### src/rtl/cu_pkg.sv
// rtl/cu_pkg.sv - shared state/type encodings and instruction field helpers
package cu_pkg;

    typedef enum logic [5:0] {
        S_IDLE       = 6'b000001,
        S_FETCH      = 6'b000010,
        S_DECODE     = 6'b000100,
        S_EXECUTE    = 6'b001000,
        S_MEM_ACCESS = 6'b010000,
        S_WRITE_BACK = 6'b100000
    } state_t;

    typedef enum logic [1:0] {
        T_NOP   = 2'b00,
        T_STD   = 2'b01,
        T_LOAD  = 2'b10,
        T_STORE = 2'b11
    } itype_t;

    localparam logic [3:0] RESET_OPCODE = 4'hF;

    // Word layout MSB->LSB: type, rd, rs1, rs2, offset, opcode[3:0]
    function automatic logic [31:0] field_slice(input logic [63:0] word, input int lsb, input int width);
        logic [63:0] mask;
        mask = (64'd1 << width) - 64'd1;
        return 32'((word >> lsb) & mask);
    endfunction

    function automatic logic [31:0] field_rd(input logic [63:0] word, input int reg_bits, input int off_w);
        return field_slice(word, 4 + off_w + 2 * reg_bits, reg_bits);
    endfunction

    function automatic logic [31:0] field_rs1(input logic [63:0] word, input int reg_bits, input int off_w);
        return field_slice(word, 4 + off_w + reg_bits, reg_bits);
    endfunction

    function automatic logic [31:0] field_rs2(input logic [63:0] word, input int reg_bits, input int off_w);
        return field_slice(word, 4 + off_w, reg_bits);
    endfunction

    function automatic logic [31:0] field_offset(input logic [63:0] word, input int off_w);
        return field_slice(word, 4, off_w);
    endfunction

endpackage

### src/rtl/cu_multicycle_param_if.sv
// rtl/cu_multicycle_param_if.sv - instruction handshake and datapath control bundle
interface cu_multicycle_param_if #(
    parameter int DATA_WIDTH   = 8,
    parameter int REG_BITS     = 2,
    parameter int OFFSET_WIDTH = 8,
    parameter int INSTR_WIDTH  = 2 + 3 * REG_BITS + OFFSET_WIDTH + 4
);
    logic [INSTR_WIDTH-1:0] instr;
    logic                   instr_valid;
    logic                   instr_ready;
    logic [DATA_WIDTH-1:0]  result2;
    logic                   mem_ready;
    logic [DATA_WIDTH-1:0]  operand1;
    logic [DATA_WIDTH-1:0]  operand2;
    logic [DATA_WIDTH-1:0]  offset;
    logic [3:0]             opcode;
    logic                   sel1;
    logic                   sel3;
    logic                   w_r;
    logic                   retired;

    modport slave (
        input  instr, instr_valid, result2, mem_ready,
        output instr_ready, operand1, operand2, offset, opcode, sel1, sel3, w_r, retired
    );

    modport master (
        output instr, instr_valid, result2, mem_ready,
        input  instr_ready, operand1, operand2, offset, opcode, sel1, sel3, w_r, retired
    );
endinterface

### src/rtl/cu_regfile.sv
// rtl/cu_regfile.sv - register file, three async reads, one sync write, reset to index
module cu_regfile #(
    parameter int DATA_WIDTH = 8,
    parameter int REG_BITS   = 2
) (
    input  logic                  clk,
    input  logic                  rst,
    input  logic [REG_BITS-1:0]   ra1,
    input  logic [REG_BITS-1:0]   ra2,
    input  logic [REG_BITS-1:0]   ra3,
    output logic [DATA_WIDTH-1:0] rd1,
    output logic [DATA_WIDTH-1:0] rd2,
    output logic [DATA_WIDTH-1:0] rd3,
    input  logic                  we,
    input  logic [REG_BITS-1:0]   wa,
    input  logic [DATA_WIDTH-1:0] wd
);
    localparam int REG_COUNT = 2 ** REG_BITS;

    logic [DATA_WIDTH-1:0] regs [REG_COUNT];

    always_ff @(posedge clk) begin
        if (!rst) begin
            for (int i = 0; i < REG_COUNT; i++) begin
                regs[i] <= DATA_WIDTH'(i);
            end
        end else if (we) begin
            regs[wa] <= wd;
        end
    end

    assign rd1 = regs[ra1];
    assign rd2 = regs[ra2];
    assign rd3 = regs[ra3];
endmodule

### src/rtl/cu_multicycle_param.sv
// rtl/cu_multicycle_param.sv - multi-cycle control unit sequencing decode/execute/memory/write-back
module cu_multicycle_param
    import cu_pkg::*;
#(
    parameter int DATA_WIDTH   = 8,
    parameter int REG_BITS     = 2,
    parameter int OFFSET_WIDTH = 8
) (
    input  logic                   clk,
    input  logic                   rst,
    cu_multicycle_param_if.slave   bus
);
    localparam int INSTR_WIDTH = 2 + 3 * REG_BITS + OFFSET_WIDTH + 4;

    state_t                  state, state_next;
    logic [INSTR_WIDTH-1:0]  instr_q;
    itype_t                  itype, fetch_type;
    logic                    accept, mem_op;
    logic [REG_BITS-1:0]     rd_idx, rs1_idx, rs2_idx;
    logic [OFFSET_WIDTH-1:0] off_field;
    logic [DATA_WIDTH-1:0]   r_rs1, r_rs2, r_rd;

    assign fetch_type = itype_t'(bus.instr[INSTR_WIDTH-1 -: 2]);
    assign itype      = itype_t'(instr_q[INSTR_WIDTH-1 -: 2]);
    assign accept     = (state == S_FETCH) && bus.instr_valid;
    assign mem_op     = (itype == T_LOAD) || (itype == T_STORE);

    assign rd_idx    = REG_BITS'(field_rd(64'(instr_q), REG_BITS, OFFSET_WIDTH));
    assign rs1_idx   = REG_BITS'(field_rs1(64'(instr_q), REG_BITS, OFFSET_WIDTH));
    assign rs2_idx   = REG_BITS'(field_rs2(64'(instr_q), REG_BITS, OFFSET_WIDTH));
    assign off_field = OFFSET_WIDTH'(field_offset(64'(instr_q), OFFSET_WIDTH));

    cu_regfile #(
        .DATA_WIDTH(DATA_WIDTH),
        .REG_BITS  (REG_BITS)
    ) u_regfile (
        .clk(clk),
        .rst(rst),
        .ra1(rs1_idx),
        .ra2(rs2_idx),
        .ra3(rd_idx),
        .rd1(r_rs1),
        .rd2(r_rs2),
        .rd3(r_rd),
        .we (state == S_WRITE_BACK),
        .wa (rd_idx),
        .wd (bus.result2)
    );

    always_ff @(posedge clk) begin
        if (!rst) state <= S_IDLE;
        else      state <= state_next;
    end

    always_comb begin
        state_next = S_IDLE;
        case (state)
            S_IDLE:       state_next = S_FETCH;
            S_FETCH:      state_next = (bus.instr_valid && fetch_type != T_NOP) ? S_DECODE : S_FETCH;
            S_DECODE:     state_next = S_EXECUTE;
            S_EXECUTE:    state_next = mem_op ? S_MEM_ACCESS : S_WRITE_BACK;
            S_MEM_ACCESS: begin
                if (!bus.mem_ready)          state_next = S_MEM_ACCESS;
                else if (itype == T_STORE)   state_next = S_FETCH;
                else                         state_next = S_WRITE_BACK;
            end
            S_WRITE_BACK: state_next = S_FETCH;
            default:      state_next = S_IDLE;
        endcase
    end

    // Outputs are registered from the next state so they line up with the state they describe
    always_ff @(posedge clk) begin
        if (!rst) begin
            instr_q         <= '0;
            bus.instr_ready <= 1'b0;
            bus.retired     <= 1'b0;
            bus.w_r         <= 1'b0;
            bus.operand1    <= '0;
            bus.operand2    <= '0;
            bus.offset      <= '0;
            bus.opcode      <= RESET_OPCODE;
            bus.sel1        <= 1'b0;
            bus.sel3        <= 1'b0;
        end else begin
            bus.instr_ready <= (state_next == S_FETCH);
            bus.w_r         <= (state_next == S_MEM_ACCESS) && (itype == T_STORE);
            bus.retired     <= (state == S_WRITE_BACK)
                            || (state == S_MEM_ACCESS && bus.mem_ready && itype == T_STORE)
                            || (accept && fetch_type == T_NOP);
            if (accept) instr_q <= bus.instr;
            if (state == S_DECODE) begin
                bus.operand1 <= r_rs1;
                bus.operand2 <= mem_op ? r_rd : r_rs2;
                bus.offset   <= DATA_WIDTH'(off_field);
                bus.opcode   <= instr_q[3:0];
                bus.sel1     <= !mem_op;
                bus.sel3     <= mem_op;
            end
        end
    end
endmodule

### src/flat_wrapper.sv
// flat-port wrapper written by rule: the top's interface ports become plain ports
module cu_multicycle_param_flat import cu_pkg::*;
#(
    parameter int DATA_WIDTH   = 8,
    parameter int REG_BITS     = 2,
    parameter int OFFSET_WIDTH = 8
)
  (clk, rst, bus_instr, bus_instr_valid, bus_result2, bus_mem_ready, bus_instr_ready, bus_operand1, bus_operand2, bus_offset, bus_opcode, bus_sel1, bus_sel3, bus_w_r, bus_retired);
  cu_multicycle_param_if #(.DATA_WIDTH(DATA_WIDTH), .REG_BITS(REG_BITS), .OFFSET_WIDTH(OFFSET_WIDTH)) bus_i ();
  input  logic clk;
  input  logic rst;
  input wire logic [$bits(bus_i.instr)-1:0] bus_instr;
  input wire logic [$bits(bus_i.instr_valid)-1:0] bus_instr_valid;
  input wire logic [$bits(bus_i.result2)-1:0] bus_result2;
  input wire logic [$bits(bus_i.mem_ready)-1:0] bus_mem_ready;
  output wire logic [$bits(bus_i.instr_ready)-1:0] bus_instr_ready;
  output wire logic [$bits(bus_i.operand1)-1:0] bus_operand1;
  output wire logic [$bits(bus_i.operand2)-1:0] bus_operand2;
  output wire logic [$bits(bus_i.offset)-1:0] bus_offset;
  output wire logic [$bits(bus_i.opcode)-1:0] bus_opcode;
  output wire logic [$bits(bus_i.sel1)-1:0] bus_sel1;
  output wire logic [$bits(bus_i.sel3)-1:0] bus_sel3;
  output wire logic [$bits(bus_i.w_r)-1:0] bus_w_r;
  output wire logic [$bits(bus_i.retired)-1:0] bus_retired;
  assign bus_i.instr = bus_instr;
  assign bus_i.instr_valid = bus_instr_valid;
  assign bus_i.result2 = bus_result2;
  assign bus_i.mem_ready = bus_mem_ready;
  assign bus_instr_ready = bus_i.instr_ready;
  assign bus_operand1 = bus_i.operand1;
  assign bus_operand2 = bus_i.operand2;
  assign bus_offset = bus_i.offset;
  assign bus_opcode = bus_i.opcode;
  assign bus_sel1 = bus_i.sel1;
  assign bus_sel3 = bus_i.sel3;
  assign bus_w_r = bus_i.w_r;
  assign bus_retired = bus_i.retired;
  cu_multicycle_param #(.DATA_WIDTH(DATA_WIDTH), .REG_BITS(REG_BITS), .OFFSET_WIDTH(OFFSET_WIDTH)) u_core (.clk(clk), .rst(rst), .bus(bus_i));
endmodule
### config.mk
export PLATFORM = sky130hd
export DESIGN_NAME = cu_multicycle_param_flat
export DESIGN_NICKNAME = d
export VERILOG_FILES = /design/src/rtl/cu_pkg.sv /design/src/rtl/cu_multicycle_param_if.sv /design/src/rtl/cu_regfile.sv /design/src/rtl/cu_multicycle_param.sv /design/src/flat_wrapper.sv
export SDC_FILE = /design/constraint.sdc
export NUM_CORES = 1
export LEC_CHECK = 0
export CAP_MARGIN = 20
export CORE_UTILIZATION = 30
export CTS_BUF_LIST = sky130_fd_sc_hd__clkbuf_4 sky130_fd_sc_hd__clkbuf_8
export DETAILED_ROUTE_END_ITERATION = 6
export PLACE_DENSITY = 0.58
export SKIP_LAST_GASP = 1
export SYNTH_ARGS = -nofsm -noshare
export SYNTH_HDL_FRONTEND = slang
export SYNTH_SLANG_ARGS = --single-unit
### constraint.sdc
create_clock -name clk -period 5.56 [get_ports clk]
set_clock_uncertainty 0.05 [all_clocks]
set_input_delay 0.834 -clock clk [delete_from_list [all_inputs] [get_ports clk]]
set_output_delay 0.834 -clock clk [all_outputs]
set_load 0.05 [all_outputs]
# Yosys cells after proc, flatten, opt, wreduce, memory -nomap -nowiden
# Memory sizes are Yosys's and may differ from the RTL's. A register that Yosys moved wholly into a read port is not among the register bits.
# Cells that the tools add are included.
# Widths: inputs -> output; s select.
[word_totals]
word_cells = 53
input_bits = 32
ff_bits = 51
mem_bits_ro = 0
mem_bits_rw = 32
output_inout_bits = 33
memories = 1
latchBits = 0
[mem_list]
columns = ["memory", "depth", "width", "rd", "rd_clocked_by_memory_dff", "wr", "line", "source"]
rows = [
  ["u_core.u_regfile.regs", 4, 8, 3, 3, 4, "cu_regfile.sv:20", "logic [DATA_WIDTH-1:0] regs [REG_COUNT];"],
]
[op_classes]
n_addsub = 0
multipliers = 0
muxes = 17
magnitude_cmp = 0
n_bitwise = 0
div_mod_pow = 0
n_reduce_logical = 15
shifts = 0
eq_ne = 10
[op_table]
columns = ["cell", "n"]
rows = [
  ["$pmux 6 s5", 1],
  ["$mux 6", 3],
  ["$mux 8", 2],
  ["$eq 6x2->1 const B", 2],
  ["$eq 6x5->1 const B", 2],
  ["$mux 2", 5],
  ["$reduce_or 8->1", 1],
  ["$eq 6x1->1 const B", 1],
  ["$eq 6x3->1 const B", 1],
  ["$eq 6x4->1 const B", 1],
  ["$eq 6x6->1 const B", 1],
  ["$logic_and 1x1->1", 6],
  ["$mux 1", 5],
  ["$eq 2x2->1 const B", 2],
  ["$logic_or 1x1->1", 3],
  ["$mux 3", 1],
  ["$logic_not 1->1", 2],
  ["$logic_not 2->1", 1],
  ["$reduce_bool 2->1", 1],
  ["$reduce_or 2->1", 1],
]

# Longest topological paths before layout
# Gate-level depths: netlist of the first run.
[depth]
depth_word = 6
mapped_depth = 7
mapped_depth_nobuf = 4

# Modules after synthesis
# A second synthesis of the first run with hierarchy kept.
[unflattened]
hier_cells = 379
hier_area_um2 = 4279.1
[by_module_without_submodules]
columns = ["module", "cells_per_inst", "area_each_um2", "seq_area_each_um2", "n_inst"]
rows = [
  ["cu_multicycle_param", 272, 2446.1, 1181.1, 1],
  ["cu_regfile", 107, 1833.0, 960.9, 1],
]

# Worst setup path after synthesis of the first run
# Ideal clock, no wire load.
[synth_path]
kind = "input to register"
from = "in rst"
to = "mem u_core.u_regfile.regs[3][0], enable pin"
path_slack_ns = 3.494
path_stages = 3
setup_time_ns = 0.357
path_buffers = 2
required_ns = 5.153
arrival_time_ns = 1.659
path_cell_list = "clkbuf_1 > clkbuf_1 > o21ai_0"
[synth_rtl]
columns = ["element", "line", "source"]
rows = [
  ["start: declaration", "flat_wrapper.sv:11", "input logic rst;"],
  ["end: declaration", "cu_regfile.sv:20", ""],
]

==> results of run 1 <==
-- cells in the mapped netlist (3+ instances only) --
| cell type | n |
|---|---|
| a211oi_1 | 3 |
| a21oi_1 | 48 |
| and2_1 | 29 |
| buf_2 | 9 |
| clkbuf_1 | 12 |
| dfxtp_1 | 63 |
| edfxtp_1 | 32 |
| mux2i_1 | 8 |
| mux4_2 | 24 |
| nand2_1 | 87 |
| nand2b_1 | 10 |
| nand3_1 | 7 |
| nor2_1 | 6 |
| nor3_1 | 5 |
| o21ai_0 | 13 |
-- flip-flops by register name, summed over array words and instances (netlist names), named ones only --
name	cells
u_core.bus.instr_ready	1
u_core.bus.sel3	1
u_core.bus.operand1	8
u_core.u_regfile.regs	32
u_core.bus.w_r	1
u_core.bus.operand2	8
u_core.bus.retired	1
u_core.bus.offset	8
u_core.bus.sel1	1
u_core.state	6
u_core.bus.opcode	4
u_core.instr_q	20
-- through the flow --
stage	hold WS (ns)	total power, mW	setup WS [ns]
6_report	0.404	1.33	2.75
5_1_grt	0.423	1.39	2.55
4_1_cts	0.410	1.34	2.78
3_5_place_dp	0.397	0.879	2.39
3_3_place_gp	0.390	0.877	2.48
2_1_floorplan	0.382	0.827	3.49
-- where the power goes --
group          switching, mW  internal [mW]
logic                 0.0545         0.0543
registers             0.0206          0.733
clock network          0.249          0.217
-- layout make-up --
class | instances | area share, %
tap | 176 | 4.30
clock buffer | 10 | 2.57
sequential | 95 | 43.4
clock inverter | 6 | 1.34
multi-input combinational | 264 | 35.1
timing repair buffer | 68 | 13.1
inverter | 2 | 0.147
-- how the worst min path moves through the flow --
stage                      endpoint  slack [ns]  cells after the start
2_1_floorplan  u_core.bus.offset[0]        0.38                      2
3_3_place_gp   u_core.bus.offset[0]        0.39                      2
3_5_place_dp      u_core.instr_q[9]        0.40                      2
4_1_cts           u_core.instr_q[9]        0.41                      2
5_1_grt        u_core.bus.offset[6]        0.42                      2
6_report       u_core.bus.offset[6]        0.40                      2
-- logic make-up after synthesis --
kind of cell	share of synthesized area (%)
AOI/OAI and AO/OA	9.43
buffers and inverters	3.16
and+or+nand+nor	19.0
muxes	14.9
DFF	53.5
-- routing by layer --
metal	track usage (%)	part of all wire [%]	wire, um
met1	20.1	45	4580
met2	24.7	47	4830
met3	4.23	6.5	665
met4	4.69	1.3	133
met5	0	0	0
-- worst max-delay path, delay by kind of cell --
kind,cells,cell delay [ns]
buf+inv,4,1.71
simple gates,2,0.43
==> flow_summary.ini, run 1 <==
[worst_setup_path]
reg2regPathDepth = 4
critPathLaunchType = input pin
r2r_start = u_core.state[3]
worst_r2r_endpoint = u_core.state[1]
crit_start = rst
crit_top_cell = buf_4
path_max_fanout = 22
slowest_delay_ns = 0.54
cp-end-kind = register
crit_chain = clkdlybuf4s50_1, buf_4, clkinv_1, buf_4, nor2_1, and2_1
cp-endpoint = u_core.u_regfile.regs[3][5]
r2r_setup_slack_ns = 3.14
crit_slowest_cell = clkinv_1
cp_data_required_time_ns = 5.75
critPathArrivalTime_ns = 2.99
worstSetupPathType = input pin to register

[power_and_ir_drop]
power.density_nw_per_um2 = 260
leakage_nw = 1.66
vdd_drop_max_mv = 0.134

[synth]
ys_seq_elements = 95
synth-main-ff-cell = dfxtp_1
ys_async_sr_fraction_pct = 0
syn-instance-count = 387
syn_nets = 419
postSynthAreaPerCell_sq_um = 10.7
synth_edf_count = 32
yosys-top-cells-area = dfxtp_1, edfxtp_1, mux4_2
seq_area_frac_synth_pct = 53.5
synthDistinctLibCells = 40
synth_top_area_share_pct = 30.4
syn_area_sq_um = 4150
yosys_warnings = 0
yosys.area.top_type = dfxtp_1

[finish]
synthToLayoutAreaGrowth_pct = 23.3
mostFrequentLayoutCells = nand2_1, clkdlybuf4s50_1, dfxtp_1, a21oi_1, edfxtp_1
layout_commonest_cell = nand2_1
fillers = 1357
fin_util_pct = 38.4
drive_gt1_share_pct = 11.7
insertedDiodeCount = 0
postLayoutCellArea_sq_um = 5120
nets = 472
multi_input_area_sq_um = 1800
stdcell_count = 621
register_area_sq_um = 2220

[die]
std_cell_rows = 42
start_util_pct = 31.1
fp.coreArea_sq_um = 13300
dieHeight_um = 120
die_w_um = 120
ioPinCount = 65
design.die.area_sq_um = 14300

[placed_design]
place_hpwl_mm = 7.36
place_inst = 605
port_buffers = 64
place_area_sq_um = 4920
gp_congestion = 0.805

[clocking]
cts_tree = done
cts_htree_levels = 3
cts_resized = 0
postCtsSetupBuffers = 0
cts_root_buf = clkbuf_8
cts_buffers = 9
postCtsHoldBufs = 0
clock_path_buffers = 2
clock_sink_count = 95
path_clk_slew_ns = 0.10
clk_latency_ns = 0.37

[run_status]
status = finished, final reports clean

[grt]
grt_pass1_vias = 3092
grt_max_degree = 40
grtUsageTotal_pct = 15.4
grt.overflow.total = 0
antenna_found_initial = 0
grt_pass1_wl_mm = 16.6

[sta]
fmax_mhz = 356
period_share_pct = 50.5
worst_pin_slew_ns = 0.919
slew_viol_final = 0
setup_violations = 0
setup_tns_ns = 0
final-hold-violation-count = 0
relSlewSlack_pct = 38.6
rsz0062_at_grt = no
min_period_ns = 2.81

[detailed_routing]
drt_iter0_markers = 283
drtPass1Iterations = 4
postRouteWirelength_mm = 10.2
wire_per_inst_um = 16.4
drt.antenna.violating_nets = 0
drc = 0
vias = 3039
viasPerCell = 4.89

[hold_path]
hold_class = register to register
worstHoldStart = u_core.instr_q[10]

[run]
drv_cap = 0
Power figures use the tool's default switching activity.
==> inputs of run 2 (changes only) <==
PLACE_DENSITY = 0.59   (was 0.58)
clock period = 2.3 ns   (was 5.56 ns; I/O delays follow)
==> run 2 against run 1 <==
Clock-buffer cell count shrank 1. Final cell count rose by 2.1%. Combinational power rose to 2.6 times the previous value.
==> flow_summary.ini, run 2 (same netlist as run 1, synthesis figures left out) <==
[run_status]
status = finished, final reports clean

[clocking]
path_clk_slew_ns = 0.10
postCtsSetupBuffers = 0
cts_htree_levels = 3
postCtsHoldBufs = 0
cts_buffers = 9
clk_latency_ns = 0.38
cts_tree = done
cts_resized = 0
clock_path_buffers = 2
cts_root_buf = clkbuf_8
clock_sink_count = 95

[die]
die_w_um = 120
fp.coreArea_sq_um = 13300
std_cell_rows = 42
ioPinCount = 65
start_util_pct = 31.1
design.die.area_sq_um = 14300
dieHeight_um = 120

[grt]
grt_max_degree = 23
grtUsageTotal_pct = 14.9
grt_pass1_wl_mm = 16.2
antenna_found_initial = 0
grt_pass1_vias = 3100
grt.overflow.total = 0

[finish]
multi_input_area_sq_um = 1800
fillers = 1336
nets = 485
largest_reg_flops = 32
mostFrequentLayoutCells = nand2_1, clkdlybuf4s50_1, dfxtp_1, a21oi_1, edfxtp_1
fin_util_pct = 38.9
largest_registers = u_core.u_regfile.regs: 32 flops, u_core.instr_q: 20 flops
regMostFlops = u_core.u_regfile.regs
register_area_sq_um = 2220
layout_commonest_cell = nand2_1
insertedDiodeCount = 0
drive_gt1_share_pct = 14.0
synthToLayoutAreaGrowth_pct = 25.1

[worst_setup_path]
r2r_start = u_core.state[3]
cp_data_required_time_ns = 2.28
critPathArrivalTime_ns = 2.00
critPathLaunchType = register
cp-end-kind = register
crit_start = u_core.state[3]
worstSetupPathType = register to register
path_max_fanout = 12

[detailed_routing]
postRouteWirelength_mm = 10.0
drtPass1Iterations = 4
drc = 0
viasPerCell = 4.84
drt.antenna.violating_nets = 0
vias = 3071
drt_iter0_markers = 240
wire_per_inst_um = 15.8

[sta]
period_share_pct = 87.9
rsz0062_at_grt = no
slew_viol_final = 0
setup_violations = 0
min_period_ns = 2.02
fmax_mhz = 494
relSlewSlack_pct = 65.7
final-hold-violation-count = 0
setup_tns_ns = 0
worst_pin_slew_ns = 0.513

[power_and_ir_drop]
p_clk_share_pct = 33.2
leakage_nw = 1.72
p_int_mw = 2.32
seqPwrFrac_pct = 57.9
power.density_nw_per_um2 = 602
switching_share_pct = 25.8
vdd_drop_max_mv = 0.344
p_sw_uw = 808
pwr-share-comb_pct = 8.9

[run]
drv_cap = 0

[placed_design]
port_buffers = 64
place_hpwl_mm = 7.12
gp_congestion = 0.789

[hold_path]
worstHoldStart = u_core.bus.offset[2]
hold_class = register to register
[run 2: cell count changes in the layout (fill, tap and decap cells not counted), sizes merged]
| cell | previous run | this run |
|---|---|---|
| inv | 3 | 5 |
| clkbuf | 10 | 9 |
| buf | 4 | 17 |
| bufinv | 1 | 0 |
[run 2: layout make-up]
class | count | area share [%]
clock buffer | 9 | 2.38
clock inverter | 7 | 1.06
tap | 176 | 4.24
timing repair buffer | 81 | 14.8
sequential | 95 | 42.8
inverter | 2 | 0.144
multi-input combinational | 264 | 34.6
[run 2: critical path, cell delays in order (launching register included)]
cell,delay (ns)
dfxtp_1,0.43
nor3_2,0.24
nand4_1,0.27
nor3b_2,0.27
nand2b_1,0.41
[run 2: power by group through the flow]
stage          clock, mW  combinational [mW]  sequential, mW
3_3_place_gp           0               0.279            1.85
2_1_floorplan          0               0.147            1.85
5_1_grt             1.14               0.301            1.82
6_report            1.04               0.279            1.81
4_1_cts             1.07               0.281            1.81
3_5_place_dp           0               0.280            1.85
[run 2: worst paths after layout]
check	endpoint	slack, ns	cells past startpoint
worst max-delay path	u_core.u_regfile.regs[2][6]	0.28	4
worst min-delay path	u_core.bus.offset[2]	0.41	2
worst max register to register	u_core.u_regfile.regs[2][6]	0.28	4
worst min register to register	u_core.bus.offset[2]	0.41	2
[run 2: stage by stage]
step           total power, mW  hold slack, ns  instances  instance area (sq um)  setup WS (ns)
2_1_floorplan             2.00           0.382        387                   4150          0.497
3_3_place_gp              2.13           0.386        618                   5020          0.184
3_5_place_dp              2.13           0.397        618                   5020          0.147
4_1_cts                   3.16           0.412        634                   5200          0.259
5_1_grt                   3.25           0.428        634                   5200         0.0684
6_report                  3.13           0.410        634                   5200          0.277
[run 2: per-layer routing]
| metal | routed length, um | GRT usage, % | share of wire [%] |
|---|---|---|---|
| met5 | 0 | 0 | 0 |
| met4 | 153 | 4.84 | 1.5 |
| met3 | 593 | 3.85 | 5.9 |
| met2 | 4770 | 24.5 | 48 |
| met1 | 4510 | 19.2 | 45 |
==> inputs of run 3 (changes only) <==
CORE_MARGIN = 4   (was not set)
==> run 3 against run 2 <==
Combinational power about the same. Highest routed layer unchanged. Critical path depth unchanged. Critical endpoint is now u_core.u_regfile.regs[2][4]. Die area up 10%. Wire length up 6.5%. Critical path type unchanged.
==> flow_summary.ini, run 3 (same netlist as run 1, synthesis figures left out) <==
[detailed_routing]
drt.antenna.violating_nets = 0
drtPass1Iterations = 4
postRouteWirelength_mm = 10.7
vias = 3105
wire_per_inst_um = 16.9
viasPerCell = 4.90
drc = 0
drt_iter0_markers = 150

[finish]
mostFrequentLayoutCells = nand2_1, clkdlybuf4s50_1, dfxtp_1, a21oi_1, edfxtp_1
layout_commonest_cell = nand2_1
drive_gt1_share_pct = 14.2
largest_reg_flops = 32
regMostFlops = u_core.u_regfile.regs
nets = 485
insertedDiodeCount = 0
fin_util_pct = 39.2
synthToLayoutAreaGrowth_pct = 26.4
largest_registers = u_core.u_regfile.regs: 32 flops, u_core.instr_q: 20 flops
fillers = 1325

[clocking]
cts_htree_levels = 3
cts_resized = 0
clk_latency_ns = 0.36
clock_path_buffers = 2
cts_buffers = 9
cts_tree = done
path_clk_slew_ns = 0.09
cts_root_buf = clkbuf_8
clock_sink_count = 95
postCtsSetupBuffers = 0
postCtsHoldBufs = 0

[grt]
grtUsageTotal_pct = 13.8
grt_max_degree = 27
grt_pass1_wl_mm = 17.1
grt.overflow.total = 0
met1_usage_pct = 17.4
antenna_found_initial = 0
grtUsageMet3_pct = 3.85
top_usage_layer = met2
use_met2_pct = 22.7
grt_pass1_vias = 3262

[worst_setup_path]
crit_chain = nor3_2, nand4_1, nor3b_2, nand2b_1
slowest_delay_ns = 0.43
cp-end-kind = register
path_max_fanout = 12
critPathLaunchType = register
critPathArrivalTime_ns = 2.00
worstSetupPathType = register to register
crit_slowest_cell = dfxtp_1
r2r_setup_slack_ns = 0.28
cp_data_required_time_ns = 2.27

[die]
std_cell_rows = 42
ioPinCount = 65
design.die.area_sq_um = 15800
start_util_pct = 31.0
die_w_um = 126
dieHeight_um = 126
fp.coreArea_sq_um = 13400

[power_and_ir_drop]
leakage_nw = 1.73
power.density_nw_per_um2 = 629
vdd_drop_max_mv = 0.364

[sta]
fmax_mhz = 494
setup_tns_ns = 0
relSlewSlack_pct = 64.6
timing.hold.ws_ns = 0.405
rsz0062_at_grt = no
period_share_pct = 88.0
setup_violations = 0
final-hold-violation-count = 0
slew_viol_final = 0
setup_ws_ns = 0.276
min_period_ns = 2.02
worst_pin_slew_ns = 0.530

[placed_design]
port_buffers = 64
place_ws_ns = 0.154
gp_congestion = 0.798
place_hpwl_mm = 7.67

[hold_path]
hold_class = register to register

[run]
drv_cap = 0

[run_status]
status = finished, final reports clean
## run 3: cell count changes in the layout (fill, tap and decap cells not counted)
cell        previous run  this run
inv_6                  3         0
clkinv_1               2         1
buf_4                 17        16
inv_4                  0         1
buf_12                 0         1
clkinvlp_4             0         1
inv_8                  1         0
clkinv_4               1         2
bufinv_16              0         2
## run 3: final cells by class
cell class | instances | area [sq um] | area share [%]
clock inverters | 7 | 96.3 | 1.84
clock buffers | 9 | 124 | 2.36
well taps | 176 | 220 | 4.19
flip-flops and latches | 95 | 2220 | 42.3
inverters | 2 | 7.51 | 0.143
repair buffers | 81 | 781 | 14.9
multi-input cells | 264 | 1800 | 34.3
## run 3: worst paths after layout
path	from	endpoint	cells past startpoint
worst max-delay path	u_core.state[3]	u_core.u_regfile.regs[2][4]	4
worst min-delay path	u_core.instr_q[11]	u_core.bus.offset[7]	2
worst max register to register	u_core.state[3]	u_core.u_regfile.regs[2][4]	4
worst min register to register	u_core.instr_q[11]	u_core.bus.offset[7]	2
## run 3: critical path: cells and delay by family (launching register included)
kind / cells / cell delay, ns
DFF: 1 / 0.43
and+or+nand+nor: 4 / 1.20
## run 3: where the power goes
group	total, mW	switching [mW]	leakage [nW]	internal (mW)
Clock	1.21	0.596	0.110	0.615
Combinational	0.281	0.141	0.800	0.140
Sequential	1.81	0.0402	0.825	1.77
## run 3: per-stage QoR
| stage | cells | instance area [sq um] | power [mW] |
|---|---|---|---|
| 2_1_floorplan | 387 | 4150 | 2.00 |
| 3_3_place_gp | 618 | 5030 | 2.13 |
| 3_5_place_dp | 618 | 5030 | 2.14 |
| 4_1_cts | 634 | 5250 | 3.35 |
| 5_1_grt | 634 | 5250 | 3.45 |
| 6_report | 634 | 5250 | 3.30 |
## run 3: routing by layer
| metal | up-vias | wire length, um |
|---|---|---|
| met3 | 20 | 792 |
| met5 | - | 0 |
| met1 | 1491 | 4560 |
| met4 | 0 | 222 |
| met2 | 92 | 5110 |
| li1 | 1502 | - |
